===== config.mk =====
export PLATFORM = sky130hd
export DESIGN_NAME = axi_rd_arbiter
export DESIGN_NICKNAME = d
export VERILOG_FILES = /design/src/rtl/conv_axi_pkg.sv /design/src/rtl/rr_arbiter.sv /design/src/rtl/axi_rd_arbiter.sv
export SDC_FILE = /design/constraint.sdc
export NUM_CORES = 1
export LEC_CHECK = 0
export CORE_ASPECT_RATIO = 1.25
export CORE_MARGIN = 10
export CORE_UTILIZATION = 36
export DETAILED_ROUTE_END_ITERATION = 10
export PLACE_DENSITY_LB_ADDON = 0.15
export SLEW_MARGIN = 20
export SYNTH_ARGS = -nofsm -noshare
export SYNTH_HDL_FRONTEND = slang
export SYNTH_SLANG_ARGS = --single-unit

===== constraint.sdc =====
create_clock -name ACLK -period 3.4 [get_ports ACLK]
set_input_delay 0.85 -clock ACLK [delete_from_list [all_inputs] [get_ports ACLK]]
set_output_delay 0.85 -clock ACLK [all_outputs]
set_load 0.03 [all_outputs]

===== src/rtl/conv_axi_pkg.sv =====
// conv_axi_pkg: shared FSM encoding and AXI constants for the convolution engine's AXI blocks
package conv_axi_pkg;
   typedef enum logic [1:0] {ST_IDLE, ST_ADDR, ST_DATA} state_t;
   localparam logic [1:0] BURST_INCR  = 2'b01;
   localparam logic [1:0] RESP_OKAY   = 2'b00;
   localparam logic [1:0] RESP_SLVERR = 2'b10;
   localparam logic [1:0] RESP_DECERR = 2'b11;
   function automatic logic [2:0] axi_size(input int bytes);
      return 3'($clog2(bytes));
   endfunction
endpackage


===== src/rtl/rr_arbiter.sv =====
// rr_arbiter: combinational round-robin pick, searching upward from ptr with wrap
module rr_arbiter #(
   parameter int NUM_REQ  = 3,
   parameter int WIDTH_RQ = $clog2(NUM_REQ)
) (
   input  logic [NUM_REQ-1:0]  req,
   input  logic [WIDTH_RQ-1:0] ptr,
   output logic [NUM_REQ-1:0]  gnt,
   output logic [WIDTH_RQ-1:0] idx
);
   logic [WIDTH_RQ-1:0] j;
   // walk from the farthest offset down so the nearest requester wins last
   always_comb begin
      gnt = '0;
      idx = '0;
      j = '0;
      for (int k = NUM_REQ - 1; k >= 0; k--) begin
         j = WIDTH_RQ'((int'(ptr) + k) % NUM_REQ);
         if (req[j]) begin
            gnt = '0;
            gnt[j] = 1'b1;
            idx = j;
         end
      end
   end
endmodule


===== src/rtl/axi_rd_arbiter.sv =====
// axi_rd_arbiter: round-robin sharing of one AXI4 read master among NUM_REQ requesters
module axi_rd_arbiter
   import conv_axi_pkg::*;
#(
   parameter int NUM_REQ  = 3,
   parameter int WIDTH_ID = 4,
   parameter int WIDTH_AD = 32,
   parameter int WIDTH_DA = 32,
   parameter int WIDTH_RQ = $clog2(NUM_REQ)
) (
   input  logic                         ARESET,
   input  logic                         ACLK,
   input  logic [NUM_REQ-1:0]           S_ARVALID,
   output logic [NUM_REQ-1:0]           S_ARREADY,
   input  logic [NUM_REQ*WIDTH_ID-1:0]  S_ARID,
   input  logic [NUM_REQ*WIDTH_AD-1:0]  S_ARADDR,
   input  logic [NUM_REQ*8-1:0]         S_ARLEN,
   input  logic [NUM_REQ*3-1:0]         S_ARSIZE,
   input  logic [NUM_REQ*2-1:0]         S_ARBURST,
   output logic [NUM_REQ-1:0]           S_RVALID,
   input  logic [NUM_REQ-1:0]           S_RREADY,
   output logic [WIDTH_ID-1:0]          S_RID,
   output logic [WIDTH_DA-1:0]          S_RDATA,
   output logic [1:0]                   S_RRESP,
   output logic                         S_RLAST,
   output logic [WIDTH_ID-1:0]          M_ARID,
   output logic [WIDTH_AD-1:0]          M_ARADDR,
   output logic [7:0]                   M_ARLEN,
   output logic [2:0]                   M_ARSIZE,
   output logic [1:0]                   M_ARBURST,
   output logic                         M_ARVALID,
   input  logic                         M_ARREADY,
   input  logic [WIDTH_ID-1:0]          M_RID,
   input  logic [WIDTH_DA-1:0]          M_RDATA,
   input  logic [1:0]                   M_RRESP,
   input  logic                         M_RLAST,
   input  logic                         M_RVALID,
   output logic                         M_RREADY,
   output logic                         BUSY,
   output logic [WIDTH_RQ-1:0]          GRANT
);
   state_t state;
   logic [WIDTH_RQ-1:0] ptr, win_idx;
   logic [NUM_REQ-1:0] win_oh;
   rr_arbiter #(.NUM_REQ(NUM_REQ), .WIDTH_RQ(WIDTH_RQ)) u_rr (
      .req(S_ARVALID),
      .ptr(ptr),
      .gnt(win_oh),
      .idx(win_idx)
   );
   // ready is gated by reset so a held request is never acknowledged while reset is active
   assign S_ARREADY = (state == ST_IDLE && !ARESET) ? win_oh : '0;
   assign S_RVALID  = (state == ST_DATA && M_RVALID) ? (NUM_REQ'(1) << GRANT) : '0;
   assign M_RREADY  = (state == ST_DATA) && S_RREADY[GRANT];
   assign S_RID     = M_RID;
   assign S_RDATA   = M_RDATA;
   assign S_RRESP   = M_RRESP;
   assign S_RLAST   = M_RLAST;
   assign BUSY      = state != ST_IDLE;
   always_ff @(posedge ACLK or posedge ARESET)
      if (ARESET) begin
         state     <= ST_IDLE;
         ptr       <= '0;
         GRANT     <= '0;
         M_ARVALID <= 1'b0;
         M_ARID    <= '0;
         M_ARADDR  <= '0;
         M_ARLEN   <= '0;
         M_ARSIZE  <= '0;
         M_ARBURST <= '0;
      end else
         case (state)
            ST_IDLE:
               if (|S_ARVALID) begin
                  M_ARID    <= S_ARID[win_idx*WIDTH_ID +: WIDTH_ID];
                  M_ARADDR  <= S_ARADDR[win_idx*WIDTH_AD +: WIDTH_AD];
                  M_ARLEN   <= S_ARLEN[win_idx*8 +: 8];
                  M_ARSIZE  <= S_ARSIZE[win_idx*3 +: 3];
                  M_ARBURST <= S_ARBURST[win_idx*2 +: 2];
                  GRANT     <= win_idx;
                  M_ARVALID <= 1'b1;
                  state     <= ST_ADDR;
               end
            ST_ADDR:
               if (M_ARREADY) begin
                  M_ARVALID <= 1'b0;
                  state     <= ST_DATA;
               end
            ST_DATA:
               if (M_RVALID && M_RREADY && M_RLAST) begin
                  ptr   <= (GRANT == WIDTH_RQ'(NUM_REQ - 1)) ? '0 : GRANT + 1'b1;
                  state <= ST_IDLE;
               end
            default: state <= ST_IDLE;
         endcase
endmodule


---- Yosys cells after proc, flatten, opt, wreduce, memory -nomap -nowiden ----
Cells that the tools add are included.
word-level totals
  bits in registers ....................... 56
  input bits .............................. 196
  output and inout port bits .............. 99
operators by class
  add/sub/neg operators ................... 3
  multiply operators ...................... 1
  divide/modulo/power cells ............... 3
  $lt $le $gt $ge ......................... 7
  eq/ne operators ......................... 6
  shift operators ......................... 6
  muxes and demuxes ....................... 30
  reduce and logical (&&, ||, !) cells .... 17
operators with widths
  operator                 number
  $shiftx A96 B8 Y32       1
  $mod A32 B3 Y32 const B  2
  $mod A3 B3 Y32 const B   1
  $shiftx A24 B6 Y8        1
  $mux W3                  5
  $mux W2                  7
  $lt A2 B3 Y1 const B     4
  $shiftx A12 B5 Y4        1
  $mux W1                  9
  $shiftx A9 B5 Y3         1
  $bmux W1 S2              4
  $logic_and A1 B1 Y1      8
  $demux W1 S2             3
  $ge A2 B1 Y1 const B     3
  $pmux W2 S3              1
  $reduce_and A3 Y1        2
  $shiftx A6 B4 Y2         1
  $eq A2 B2 Y1 const B     2
  $mul A2 B2 Y4 const B    1
  $ne A2 B1 Y1 const B     2
  $reduce_and A2 Y1        2
  $reduce_bool A2 Y1       2
  $add A2 B1 Y3 const B    1
  $add A2 B2 Y3 const B    1
  8 further kinds          8

---- Depth between registers and ports, before layout ----
Gate-level depths: netlist of the first run.
  word-level depth ........................ 10
  gate-level depth with buffers ........... 11
  mapped depth without buffers ............ 7

---- Modules after synthesis ----
Synthesis of the first run repeated with hierarchy kept, for this count alone.
unflattened totals
  cell total of the unflattened synthesis .. 354
  area total of the unflattened synthesis .. 3957.5 sq um
modules (own cells, without submodules)
  module          times used  cells each  area an instance (sq um)  seq. area each (sq um)
  axi_rd_arbiter  1           304         3601.0                    1401.3
  rr_arbiter      1           50          356.6                     0.0

---- Least setup slack after synthesis of the first run ----
Ideal clock, no wire load.
  kind .................................... input port to output port
  start ................................... input port S_ARVALID[2]
  end ..................................... output port S_ARREADY[1]
  arrival time ............................ 2.581 ns
  setup slack ............................. -0.031 ns
  stages .................................. 7
  buffers on the path ..................... 2
  path through ............................ buf_2 > mux2i_1 > or2_2 > clkbuf_1 > and2_1 > nor2_1 > nor4_1
between the ends
  word-level cells in the longest chain between the ends .. 6
  elaborated cells on any way between the ends .. 10
  those cells by class .................... mux: 10
RTL lines
  what                           RTL line              RTL
  start, declared                axi_rd_arbiter.sv:13  input logic [NUM_REQ-1:0] S_ARVALID,
  $bmux W1 S2                    rr_arbiter.sv:19      if (req[j]) begin
  $mux W1 (implied by the code)  rr_arbiter.sv:19
  $mux W3 (2 in a row)           rr_arbiter.sv:19
  $mux W3 (*)                    rr_arbiter.sv:19
  $mux W3 (*)                    axi_rd_arbiter.sv:52  assign S_ARREADY = (state == ST_IDLE && !ARESET) ? win_oh : '0;
  end, declared                  axi_rd_arbiter.sv:14  output logic [NUM_REQ-1:0] S_ARREADY,
Mark *: on every way between the ends. The rest lies on a longest branch, timed or not. The select of a mux whose other input is x is not followed.

---- Worst setup path in the final report of the first run ----
  start ................................... input port S_ARVALID[1]
  end ..................................... output port S_ARREADY[0]
Same word-level chain as after synthesis.

==> results.md, run 1 <==
* Final HPWL DP at 11,100 um
* Max incr delay on CP at 0.65 ns
* Setup bufs post-CTS at 0
* Commonest non-fill, non-tap cells in the layout: clkdlybuf4s50_1, dfrtp_1, nor2_1
* Routed wire length at 14,100 um
* Tot GR Track Use at 18.5%
* Leading cell type in the layout, fill and taps excluded: clkdlybuf4s50_1
* Endpoints failing hold at 0
* Row cnt at 40
* Clock Tree Root: clkbuf_16
* CTS tree: built
* GRT busiest layer: met2
* Fin crit share at 95.6%
* Seq/Total Area, Yosys at 38.5%
* Largest net degree at the start of global routing at 50
* First-pass GRT wire length at 21,300 um
* Worst path slowest cell: clkdlybuf4s50_1
* Synth Register Bits at 56
* Syn Std Cell Area at 0.00364 sq mm
* Layout area overhead at 59.4%
* Crit path cell chain: clkdlybuf4s50_1, mux2_2, a21oi_1, o2bb2ai_1, mux2i_1, nor3_1, buf_4
* M3 GR Usage at 8.90%
* IO Port Bufs at 218
* Max VDD drop at 0.445 mV
* Max Fclk at 0.308 GHz
* Crit path kind: input pin to primary output
* Met1 GRT Util at 18.8%
* Cells after DPL at 695
* Clock-pin slew on the worst setup and hold paths at 0.07 ns
* Initial antenna violation count at 0
* Vias in the first global route at 4,013
* Main synth FF type: dfrtp_1
* Power consumption at 0.00547 W
* Worst-margin pin slew at 0.692 ns
* Core Footprint at 0.00976 sq mm
* Number of remaining DRC errors at 0
* Reg area at 0.00140 sq mm
* Fin. max-slew vios at 0
* Via density at 5.25
* Pre-antenna DRT Iters at 5
* Netlist cell types at 36
* Startpoint types: input pin
* Top Family by Delay on Critical Path: buffers and inverters
* Layout cell share with drive strength beyond 1 at 6.07%
* Hold Buf Count CTS at 0
* Die width at 110 um
* Initial Util at 37.3%
* Met2 global-route usage at 31.5%
* Gpl congestion at 0.855
* CP max FO at 7
* Unrepaired setup endpoints after global routing: no
* Cell Pwr Density at 943 mW/mm^2
* Total global routing overflow at 0
* Final cell count without fillers at 703
* Post-synth EDFFs at 0
* Routed Antenna Nets at 0
* Antenna diodes at 0
* Slew headroom at 53.8%
* Final setup vio count at 0
* Post-synthesis async set-or-reset flop share at 100%
* Deepest clock path buffer count at 2
* CP required at 2.55 ns
* YS warnings at 0
* Final setup TNS at 0 ns
* Io pins at 295
* Area of the multi-input gates at 0.00175 sq mm
* Fill count at 886
* Post-cts resize count at 0
* Synth Instances at 410
* Clock Latency Late Sink at 0.29 ns
* Clk_skew at 0.00452 ns
* Num CTS Buffers at 5
* Syn nets at 610
* CP Capture Type: primary output
* Tmin final at 3.25 ns
* Outcome: finished clean
* Die height at 132 um
* Post-layout nets at 776
* Clock sink count at 56
* Hold Path Class: flop to flop
* Worst Path Buf+Inv at 2
* # H-tree levels at 2
* Arrival time at the worst endpoint at 2.40 ns
* WL/cell at 20.0 um
* Detailed-route via count at 3,692
* DR iter-0 viols at 222
* Max-cap violations at 0
* P_leak at 2.49 nW
* Syn_area_per_cell at 8.87 sq um
* Overall die area at 0.0145 sq mm
## synth_stat cells, drive strengths merged, types with 5 or more instances
library cell | count | area share [%]
a21oi | 42 | 5.8
a221oi | 9 | 2.2
and2 | 10 | 1.7
buf | 58 | 12
clkbuf | 15 | 1.5
dfrtp | 56 | 39
inv | 6 | 0.62
mux2i | 45 | 12
nand2 | 17 | 1.8
nor2 | 48 | 5.0
nor3 | 5 | 0.69
o21ai | 24 | 3.3
o22ai | 40 | 6.9
## tightest hold or removal path, cell delays in order, from the launching register on
cell     delay (ns)
dfrtp_1        0.35
nand2_1        0.05
nand2_1        0.05
## sequential cells by signal (all words and copies together), names as in the netlist, 2 cells and up
| register | flops |
|---|---|
| M_ARADDR | 32 |
| M_ARBURST | 2 |
| M_ARLEN | 8 |
| M_ARSIZE | 3 |
| M_ARID | 4 |
| GRANT | 2 |
| state | 2 |
| ptr | 2 |
## through the flow
step / utilization [%] / hold slack, ns / setup slack (ns) / cell area [sq um]
5_1_grt: 59.4 / 0.508 / 0.0358 / 5800
4_1_cts: 59.4 / 0.494 / 0.156 / 5800
2_1_floorplan: - / 0.534 / 0.108 / 3640
3_3_place_gp: 57.9 / 0.465 / 0.207 / 5650
6_report: 59.4 / 0.487 / 0.149 / 5800
3_5_place_dp: 57.9 / 0.478 / 0.163 / 5650
## layout make-up
class                      instances  share of cell area (%)
tap                              126                    2.72
timing repair buffer             232                    40.0
clock buffer                       7                    2.46
clock inverter                     1                   0.129
sequential                        56                    24.2
inverter                           6                   0.388
multi-input combinational        275                    30.2
## report_power, final
group / switching, W / total (W) / internal, W
registers: 0.000209 / 0.00123 / 0.00102
clock network: 0.000236 / 0.000531 / 0.000294
logic: 0.00214 / 0.00371 / 0.00157
## metal layers
metal | up-vias | wire, um
li1 | 1745 | -
met1 | 1703 | 5070
met2 | 213 | 6900
met3 | 31 | 1760
met4 | 0 | 369
met5 | - | 0
## path summary, 6_finish.rpt
check	startpoint	to	slack [ns]	depth (start not counted)
setup / recovery	S_ARVALID[1]	S_ARREADY[0]	0.15	7
hold / removal	M_ARVALID$_DFFE_PP0P_	M_ARVALID$_DFFE_PP0P_	0.49	2
setup reg to reg	ptr[0]$_DFFE_PP0P_	M_ARADDR[21]$_DFFE_PP0P_	0.80	9
hold reg to reg	M_ARVALID$_DFFE_PP0P_	M_ARVALID$_DFFE_PP0P_	0.49	2
max in group asynchronous	ARESET	M_ARADDR[24]$_DFFE_PP0P_	1.73	3
min in group asynchronous	ARESET	M_ARADDR[15]$_DFFE_PP0P_	1.08	2
## cells by family (layout without fill, tap and decap cells)
group                      Yosys count  in the layout  synth area share [%]
AOI/OAI and AO/OA                  119            119                  19.1
and+or+nand+nor                    104            104                  13.9
buffers and inverters               79            246                  13.8
DFF                                 56             56                  38.5
muxes                               48             48                  13.3
adders and majority gates            4              4                  1.38
Note: power is estimated with default switching activity, not from simulation.
==> run 2: changes to the inputs <==
Clock period 3.4 ns to 4 ns, I/O delays scaled along.
==> run 2 against run 1 <==
Compared with the run above: first-iteration DRC count shrank 36%; non-clock buffer count decreased by 5; worst setup slack improved by 0.15 ns; critical path type unchanged.
==> results.md, run 2 (same netlist as run 1, synthesis figures left out) <==
* Via density at 5.32
* Layout area overhead at 57.9%
* Endpoints failing hold at 0
* Reg-to-reg slack, setup at 1.31 ns
* Arrival time at the worst endpoint at 2.70 ns
* CP Capture Type: primary output
* Number of remaining DRC errors at 0
* Die width at 110 um
* Tot GR Track Use at 19.0%
* Max-cap violations at 0
* Slew headroom at 33.4%
* Layout cell share with drive strength beyond 1 at 5.08%
* Reg2Reg Capture Point: M_ARADDR[9]$_DFFE_PP0P_
* DR iter-0 viols at 141
* Leading cell type in the layout, fill and taps excluded: clkdlybuf4s50_1
* Sw Pwr at 0.00221 W
* P_leak at 2.46 nW
* Power consumption at 0.00462 W
* Deepest clock path buffer count at 2
* Gpl congestion at 0.931
* IO Port Bufs at 218
* Final HPWL DP at 11,300 um
* R2R cell count at 8
* Outcome: finished clean
* Die height at 132 um
* HP Start: M_ARADDR[29]$_DFFE_PP0P_
* CP required at 3.00 ns
* Clk network pwr share at 9.3%
* Vias in the first global route at 3,925
* Core Footprint at 0.00976 sq mm
* Startpoint types: input pin
* Clk_skew at 0.00912 ns
* Internal power at 0.00241 W
* Hold path endpoint: M_ARADDR[29]$_DFFE_PP0P_
* Max Fclk at 0.270 GHz
* Row cnt at 40
* Final setup vio count at 0
* Cell Pwr Density at 805 mW/mm^2
* CP max FO at 9
* Crit path kind: input pin to primary output
* Tmin final at 3.70 ns
* Largest regs: M_ARADDR x32, M_ARLEN x8, M_ARID x4
* # H-tree levels at 2
* Fin crit share at 92.6%
* Fin. max-slew vios at 0
* Clock-pin slew on the worst setup and hold paths at 0.07 ns
* FF-to-FF Start: ptr[1]$_DFFE_PP0P_
* Pre-antenna DRT Iters at 4
* Hold WS at 0.493 ns
* Number of flip-flops under the largest register name at 32
* Setup bufs post-CTS at 0
* Commonest non-fill, non-tap cells in the layout: clkdlybuf4s50_1, dfrtp_1, nor2_1
* Detailed-route via count at 3,705
* Placed instance area at 0.00560 sq mm
* Antenna diodes at 0
* First-pass GRT wire length at 21,800 um
* Hold Buf Count CTS at 0
* Overall die area at 0.0145 sq mm
* Max VDD drop at 0.391 mV
* Final setup TNS at 0 ns
* Hold Path Class: flop to flop
* Total global routing overflow at 0
* CTS tree: built
* Num CTS Buffers at 5
* Post-route cell area at 0.00574 sq mm
* Hold Path Depth at 2
* Io pins at 295
* Post-cts resize count at 0
* Sequential Power Share at 23.0%
* Largest net degree at the start of global routing at 50
* Unrepaired setup endpoints after global routing: no
* Clock Tree Root: clkbuf_16
* Clock Latency Late Sink at 0.30 ns
* Initial Util at 37.3%
* Worst-margin pin slew at 1.00 ns
* Combinational Power Share at 67.7%
* Post-layout nets at 771
* Fin util at 58.8%
* Biggest register: M_ARADDR
* Routed Antenna Nets at 0
* Net Sw Frac at 47.8%
* Clock sink count at 56
* WL/cell at 20.7 um
* Routed wire length at 14,400 um
* Initial antenna violation count at 0
run 2: how the worst max path moves through the flow:
stage                       startpoint           end  slack, ns  depth (start not counted)
final                     S_ARVALID[2]  S_ARREADY[0]       0.30                          7
after global routing      S_ARVALID[2]  S_ARREADY[0]       0.18                          7
after CTS                 S_ARVALID[2]  S_ARREADY[0]       0.28                          7
after detailed placement  S_ARVALID[2]  S_ARREADY[0]       0.28                          7
after global placement    S_ARVALID[2]  S_ARREADY[0]       0.34                          7
after floorplan           S_ARVALID[2]  S_ARREADY[1]       0.27                          7
run 2: metrics by stage:
| stage | instances | worst slack, ns |
|---|---|---|
| floorplan | 410 | 0.269 |
| global placement | 690 | 0.344 |
| detailed placement | 690 | 0.281 |
| CTS | 697 | 0.283 |
| global route | 697 | 0.179 |
| finish | 697 | 0.297 |
run 2: worst max-delay path, cell delays in order:
cell	delay, ns
clkdlybuf4s50_1	0.63
mux2i_1	0.14
or2_2	0.30
and2_1	0.16
mux2i_1	0.12
nor3_1	0.15
buf_4	0.19
run 2: power by group through the flow:
stage / sequential, W / combinational (W) / clock [W]
5_1_grt: 0.00110 / 0.00337 / 0.000460
4_1_cts: 0.00107 / 0.00317 / 0.000441
2_1_floorplan: 0.00155 / 0.00158 / 0
3_5_place_dp: 0.00107 / 0.00315 / 0
6_report: 0.00106 / 0.00313 / 0.000430
3_3_place_gp: 0.00106 / 0.00312 / 0
run 2: layer usage:
metal | vias to the layer above | wire length (um) | global-route usage [%]
met1 | 1758 | 5140 | 20.0
met4 | 0 | 272 | 5.43
li1 | 1736 | - | -
met3 | 27 | 1650 | 7.93
met2 | 184 | 7370 | 33.2
met5 | - | 0 | 0
run 2: final cells by class:
type,instances,area (sq um)
fill,908,4020
timing repair buffer,227,2280
multi-input combinational,275,1740
sequential,56,1400
tap,126,158
clock buffer,5,125
inverter,6,22.5
clock inverter,2,12.5
